File: src/rtl/mac_pipe_ctrl.sv
// mac_pipe_ctrl
// Sequencer for the convolution MAC datapath pipeline. It takes a job of
// cfg_windows output windows of cfg_acc beats each. It admits beats under
// in_valid/in_ready and walks a valid vector down the datapath register
// stages, driving one load enable per stage. It tags the first and last beat
// of each accumulation group as that beat loads the accumulator (last stage).
// It also holds out_valid until downstream takes the finished window. A
// pending window that downstream refuses stalls the whole chain.
//
// Ports
//   clk, reset          : rising-edge clock, synchronous active-high reset
//   start               : job start pulse, honoured only when idle
//   cfg_windows/cfg_acc : job shape, sampled on an accepted start
//   in_valid/in_ready   : upstream beat handshake
//   stage_en            : per-stage datapath load enables
//   acc_first/acc_last  : group tags of the beat loading the accumulator
//   out_valid/out_ready : finished-window handshake to downstream
//   busy, done          : job in progress / one-cycle completion pulse
//   perf_stall          : stalled-with-work cycle counter (optional)
//
// Optional feature: define MAC_PIPE_CTRL_PERF_EN to add perf_stall.

module mac_pipe_ctrl #(
  parameter int STAGES = 4,
  parameter int CNT_W  = 16,
  parameter int ACC_W  = 8
) (
  input  logic              clk,
  input  logic              reset,
  input  logic              start,
  input  logic [CNT_W-1:0]  cfg_windows,
  input  logic [ACC_W-1:0]  cfg_acc,
  input  logic              in_valid,
  output logic              in_ready,
  output logic [STAGES-1:0] stage_en,
  output logic              acc_first,
  output logic              acc_last,
  output logic              out_valid,
  input  logic              out_ready,
  output logic              busy,
  output logic              done
`ifdef MAC_PIPE_CTRL_PERF_EN
  ,
  output logic [31:0]       perf_stall
`endif
);

  typedef enum logic [1:0] {S_IDLE, S_RUN, S_DRAIN, S_DONE} state_e;

  localparam logic [CNT_W-1:0] CNT_ONE = CNT_W'(1);
  localparam logic [ACC_W-1:0] ACC_ONE = ACC_W'(1);

  state_e            state_q, state_d;
  logic [CNT_W-1:0]  cfg_win_q, cfg_win_d;
  logic [ACC_W-1:0]  cfg_acc_q, cfg_acc_d;
  logic [CNT_W-1:0]  win_cnt_q, win_cnt_d;
  logic [ACC_W-1:0]  beat_cnt_q, beat_cnt_d;
  logic [STAGES-1:0] v_q, v_d;
  // Tags only need to travel as far as the stage feeding the accumulator.
  logic [STAGES-2:0] first_q, first_d;
  logic [STAGES-2:0] last_q, last_d;
  logic              out_valid_q, out_valid_d;

  logic              stall;
  logic              run_ready;
  logic              accept;
  logic              beat_first;
  logic              beat_last;
  logic              load_last;
  logic [STAGES-1:0] en;

  always_comb begin
    stall      = out_valid_q & ~out_ready;
    run_ready  = (state_q == S_RUN) & ~stall;
    accept     = in_valid & run_ready;
    beat_first = (beat_cnt_q == '0);
    beat_last  = (beat_cnt_q == cfg_acc_q - ACC_ONE);
    en         = '0;
    en[0]      = accept;
    for (int i = 1; i < STAGES; i++) begin
      en[i] = v_q[i-1] & ~stall;
    end
    load_last  = en[STAGES-1] & last_q[STAGES-2];
  end

  always_comb begin
    // NOTE: every signal written in this block gets its hold value first, so
    // no branch can leave one unassigned and infer a latch.
    state_d     = state_q;
    cfg_win_d   = cfg_win_q;
    cfg_acc_d   = cfg_acc_q;
    win_cnt_d   = win_cnt_q;
    beat_cnt_d  = beat_cnt_q;
    v_d         = v_q;
    first_d     = first_q;
    last_d      = last_q;
    out_valid_d = out_valid_q;

    // The whole chain freezes while a finished window waits downstream.
    if (!stall) begin
      v_d        = {v_q[STAGES-2:0], accept};
      first_d[0] = accept & beat_first;
      last_d[0]  = accept & beat_last;
      for (int i = 1; i <= STAGES - 2; i++) begin
        first_d[i] = first_q[i-1];
        last_d[i]  = last_q[i-1];
      end
    end

    // A new window landing wins over the take of the previous one.
    if (load_last) begin
      out_valid_d = 1'b1;
    end else if (out_ready) begin
      out_valid_d = 1'b0;
    end

    case (state_q)
      S_IDLE: begin
        if (start) begin
          cfg_win_d  = cfg_windows;
          cfg_acc_d  = cfg_acc;
          win_cnt_d  = '0;
          beat_cnt_d = '0;
          // An empty job goes through DRAIN, which closes at once on the
          // empty pipe, so done still follows start by two cycles.
          if (cfg_windows == '0 || cfg_acc == '0) begin
            state_d = S_DRAIN;
          end else begin
            state_d = S_RUN;
          end
        end
      end
      S_RUN: begin
        if (accept) begin
          if (beat_last) begin
            beat_cnt_d = '0;
            win_cnt_d  = win_cnt_q + CNT_ONE;
            if (win_cnt_q == cfg_win_q - CNT_ONE) begin
              state_d = S_DRAIN;
            end
          end else begin
            beat_cnt_d = beat_cnt_q + ACC_ONE;
          end
        end
      end
      S_DRAIN: begin
        if (v_q == '0 && (!out_valid_q || out_ready)) begin
          state_d = S_DONE;
        end
      end
      S_DONE:  state_d = S_IDLE;
      default: state_d = S_IDLE;
    endcase
  end

  always_ff @(posedge clk) begin
    // NOTE: state flops use non-blocking assignments so every flop samples
    // the pre-edge values regardless of statement order.
    if (reset) begin
      state_q     <= S_IDLE;
      cfg_win_q   <= '0;
      cfg_acc_q   <= '0;
      win_cnt_q   <= '0;
      beat_cnt_q  <= '0;
      v_q         <= '0;
      first_q     <= '0;
      last_q      <= '0;
      out_valid_q <= 1'b0;
    end else begin
      state_q     <= state_d;
      cfg_win_q   <= cfg_win_d;
      cfg_acc_q   <= cfg_acc_d;
      win_cnt_q   <= win_cnt_d;
      beat_cnt_q  <= beat_cnt_d;
      v_q         <= v_d;
      first_q     <= first_d;
      last_q      <= last_d;
      out_valid_q <= out_valid_d;
    end
  end

  // NOTE: outputs are masked by reset combinationally so a mid-job reset
  // silences the datapath in the reset cycle itself, not one cycle later.
  assign in_ready  = run_ready & ~reset;
  assign stage_en  = en & {STAGES{~reset}};
  assign acc_first = en[STAGES-1] & first_q[STAGES-2] & ~reset;
  assign acc_last  = en[STAGES-1] & last_q[STAGES-2] & ~reset;
  assign out_valid = out_valid_q & ~reset;
  assign busy      = (state_q != S_IDLE) & ~reset;
  assign done      = (state_q == S_DONE) & ~reset;

`ifdef MAC_PIPE_CTRL_PERF_EN
  logic [31:0] perf_q, perf_d;

  always_comb begin
    perf_d = perf_q;
    if (state_q == S_IDLE && start) begin
      perf_d = '0;
    end else if (stall && v_q != '0 && perf_q != '1) begin
      perf_d = perf_q + 32'd1;
    end
  end

  always_ff @(posedge clk) begin
    if (reset) begin
      perf_q <= '0;
    end else begin
      perf_q <= perf_d;
    end
  end

  assign perf_stall = perf_q;
`endif

endmodule
File: config.mk
export PLATFORM = sky130hd
export DESIGN_NAME = mac_pipe_ctrl
export DESIGN_NICKNAME = d
export VERILOG_FILES = /design/src/rtl/mac_pipe_ctrl.sv
export SDC_FILE = /design/constraint.sdc
export NUM_CORES = 1
export LEC_CHECK = 0
export CAP_MARGIN = 15
export CORE_ASPECT_RATIO = 1.5
export CORE_MARGIN = 1
export CORE_UTILIZATION = 45
export DETAILED_ROUTE_END_ITERATION = 10
export HOLD_SLACK_MARGIN = 0.08
export PLACE_DENSITY = 0.67
export SYNTH_ARGS = -nofsm -noshare
export SYNTH_HDL_FRONTEND = slang
export SYNTH_SLANG_ARGS = --single-unit
File: constraint.sdc
create_clock -name clk -period 4.6 [get_ports clk]
set_input_delay 0.69 -clock clk [delete_from_list [all_inputs] [get_ports clk]]
set_output_delay 0.69 -clock clk [all_outputs]
set_load 0.1 [all_outputs]
==> impl_metrics.csv <==
group,metric,value,unit
flow_run,drv_cap,0,
critical_path,r2r_start,"cfg_win_q[2]",
worst_hold_path,hold_class,"reg2reg",
routing,drt-total-wl,8650,um
routing,met2_length,4370,um
critical_path,r2r_cells,7,
die,die_width,74.4,um
synthesis,yosysMostFrequentCell,"nand2_1",
clock_tree,clk_path_buf_depth,2,
clock_tree,holdBufCountCts,0,
global_routing,grt_usage,23.1,%
global_routing,antenna_found_initial,0,
critical_path,end_kind,"register",
sta,clock_skew,0.00354,ns
clock_tree,cts_tree,"done",
critical_path,crit_fanout,8,
critical_path,critPathRequiredTime,4.82,ns
pwr,p_total,2.19,mW
routing,wl_per_cell,14.6,um
routing,met3RoutedLength,285,um
clock_tree,clkSinkCount,61,
layout,syn_to_final_growth,21.2,%
clock_tree,cts_resized,0,
die,core_area,7610,um2
global_routing,grt_pass1_wl,14500,um
sta,period_minus_slack,3.23,ns
layout,layout-drive-gt1-share,8.54,%
global_routing,grt_pass1_vias,3030,
sta,whs,0.459,ns
layout,final_nets,525,
clock_tree,cts.clk_slew.worst_paths,0.05,ns
sta,relSlewSlack,44.8,%
clock_tree,cts-buffers-inserted,9,
synthesis,synth_commonest_cells,"87 x nand2_1, 61 x dfxtp_1, 40 x a21oi_1",
clock_tree,clk_latency,0.33,ns
synthesis,synth_ff_type,"dfxtp_1",
sta,rsz0062_at_grt,"no",
sta,maxSlewViolCount,0,
die,io_pins,39,
critical_path,rr_endpoint,"state_q[0]",
critical_path,rrSetupSlack,1.37,ns
placed_design,io_buffers,38,
sta,fmax,310,MHz
die,rows,39,
synthesis,netlist_instances,457,
synthesis,yosysSeqAreaShare,34.5,%
critical_path,critPathLaunch,"cfg_win_q[2]",
synthesis,synthTopCellsByArea,"dfxtp_1 35%, nand2_1 9.2%, xor2_1 5.9%, a21oi_1 5.7%, xnor2_1 4.7%",
clock_tree,post_cts_buffers,0,
pwr,vdd_drop_max,0.000380,V
synthesis,synth_edf_count,0,
synthesis,ys_ff_latch,61,
critical_path,critical_path_arrival,3.45,ns
routing,drtIter0Drc,230,
die,die_h,111,um
critical_path,path_class,"reg2reg",
clock_tree,cts_htree_levels,3,
synthesis,syn_nets,495,
synthesis,netlist-cell-type-count,54,
layout,fin_util,56.3,%
layout,finalNonFillerCells,594,
routing,viasPerCell,5.49,
routing,dr.max_layer_used,"met4",
synthesis,avgSynthCellArea,7.74,um2
sta,hold_viol,0,
synthesis,synth.largest_area_cell,"dfxtp_1",
synthesis,yosysWarningCount,0,
synthesis,netlist_area,3540,um2
die,initial_core_util,46.4,%
global_routing,grt_max_degree,26,
pwr,p_leak,1.63,nW
layout,antenna_cells,0,
routing,num_vias,3263,
synthesis,async_flop_share,0,%
routing,firstDrtPassIters,4,
critical_path,critPathLaunchType,"register",
outcome,status,"completed",
die,dieArea,8220,um2
routing,wl_met1,3830,um
placed_design,detailed_place_hpwl,6450,um
clock_tree,cts_root_buffer,"clkbuf_16",
sta,post-route-period-util,70.2,%
routing,antenna_left,0,
sta,tightestPinTransition,0.820,ns
global_routing,overflow,0,
placed_design,post-place-cells,578,
pwr,powerDensity,511,nW/um2
synthesis,synth_top_cell_area_share,34.5,%
sta,tns,0,ns
routing,drc,0,
critical_path,endpoint,"state_q[0]",
placed_design,gp_congestion,0.912,
sta,setup_viol,0,
[worst max-delay path: stages, from the launching register on]
cell and delay, ns:
dfxtp_1 0.36, nor4_1 0.75, nand2_1 0.27, o31a_1 0.35, or4b_1 0.50, a311oi_1 0.35
a31o_2 0.23, mux2_1 0.31
[final cells by class]
cell class | count | area [um2]
Sequential cell | 61 | 1220
Timing Repair Buffer | 44 | 400
Tap cell | 102 | 128
Clock buffer | 11 | 243
Clock inverter | 5 | 83.8
Multi-Input combinational cell | 358 | 2160
Inverter | 13 | 48.8
Fill cell | 741 | 3330
[metal layers]
layer / vias to the layer above / GRT usage [%]
met5: - / 0
met4: 0 / 11.4
met3: 12 / 4.11
met2: 70 / 36.9
met1: 1512 / 29.2
li1: 1669 / -
[flip-flops by register name, summed over array words and instances (netlist names)]
name,cells
beat_cnt_q,8
first_q,3
v_q,4
last_q,3
win_cnt_q,16
cfg_win_q,16
cfg_acc_q,8
state_q,2
out_valid_q,1
[report_power, final]
| group | total, mW | internal [mW] | switching [mW] |
|---|---|---|---|
| Sequential | 0.660 | 0.586 | 0.0742 |
| Combinational | 0.800 | 0.306 | 0.494 |
| Clock | 0.732 | 0.489 | 0.242 |
| Total | 2.19 | 1.38 | 0.810 |
[worst min path at each step]
stage                     from    endpoint  slack (ns)  cells after the start
floorplan           first_q[2]  first_q[2]        0.43                      2
CTS                     v_q[3]      v_q[3]        0.46                      1
global placement        v_q[3]      v_q[3]        0.44                      1
finish                  v_q[3]      v_q[3]        0.46                      1
global route            v_q[3]      v_q[3]        0.48                      1
detailed placement      v_q[3]      v_q[3]        0.44                      1
[cell usage in the layout, fill, tap and decap left out, types with 11 or more instances in the layout]
cell	n
nand2_1	87
dfxtp_1	61
a21oi_1	40
nor2_1	34
clkdlybuf4s50_1	28
xor2_1	24
nand3_1	20
xnor2_1	19
nor4_1	18
buf_4	16
inv_1	13
nand4_1	11
[per-stage QoR]
| step | setup WS [ns] | instance area, um2 |
|---|---|---|
| floorplan | 0.0555 | 3540 |
| global placement | 1.42 | 3960 |
| detailed placement | 1.36 | 3960 |
| CTS | 1.35 | 4290 |
| global route | 1.13 | 4290 |
| finish | 1.37 | 4290 |
[cell families after synthesis]
family | Yosys count | synth area share, %
AOI/OAI and AO/OA | 75 | 13.7
xor gates and xnor gates | 44 | 11.3
muxes | 3 | 0.885
buffers and inverters | 38 | 4.32
and+or+nand+nor | 227 | 32.1
adders and majority gates | 9 | 3.18
DFF | 61 | 34.5
No activity file was read; power rests on OpenSTA's default activity.
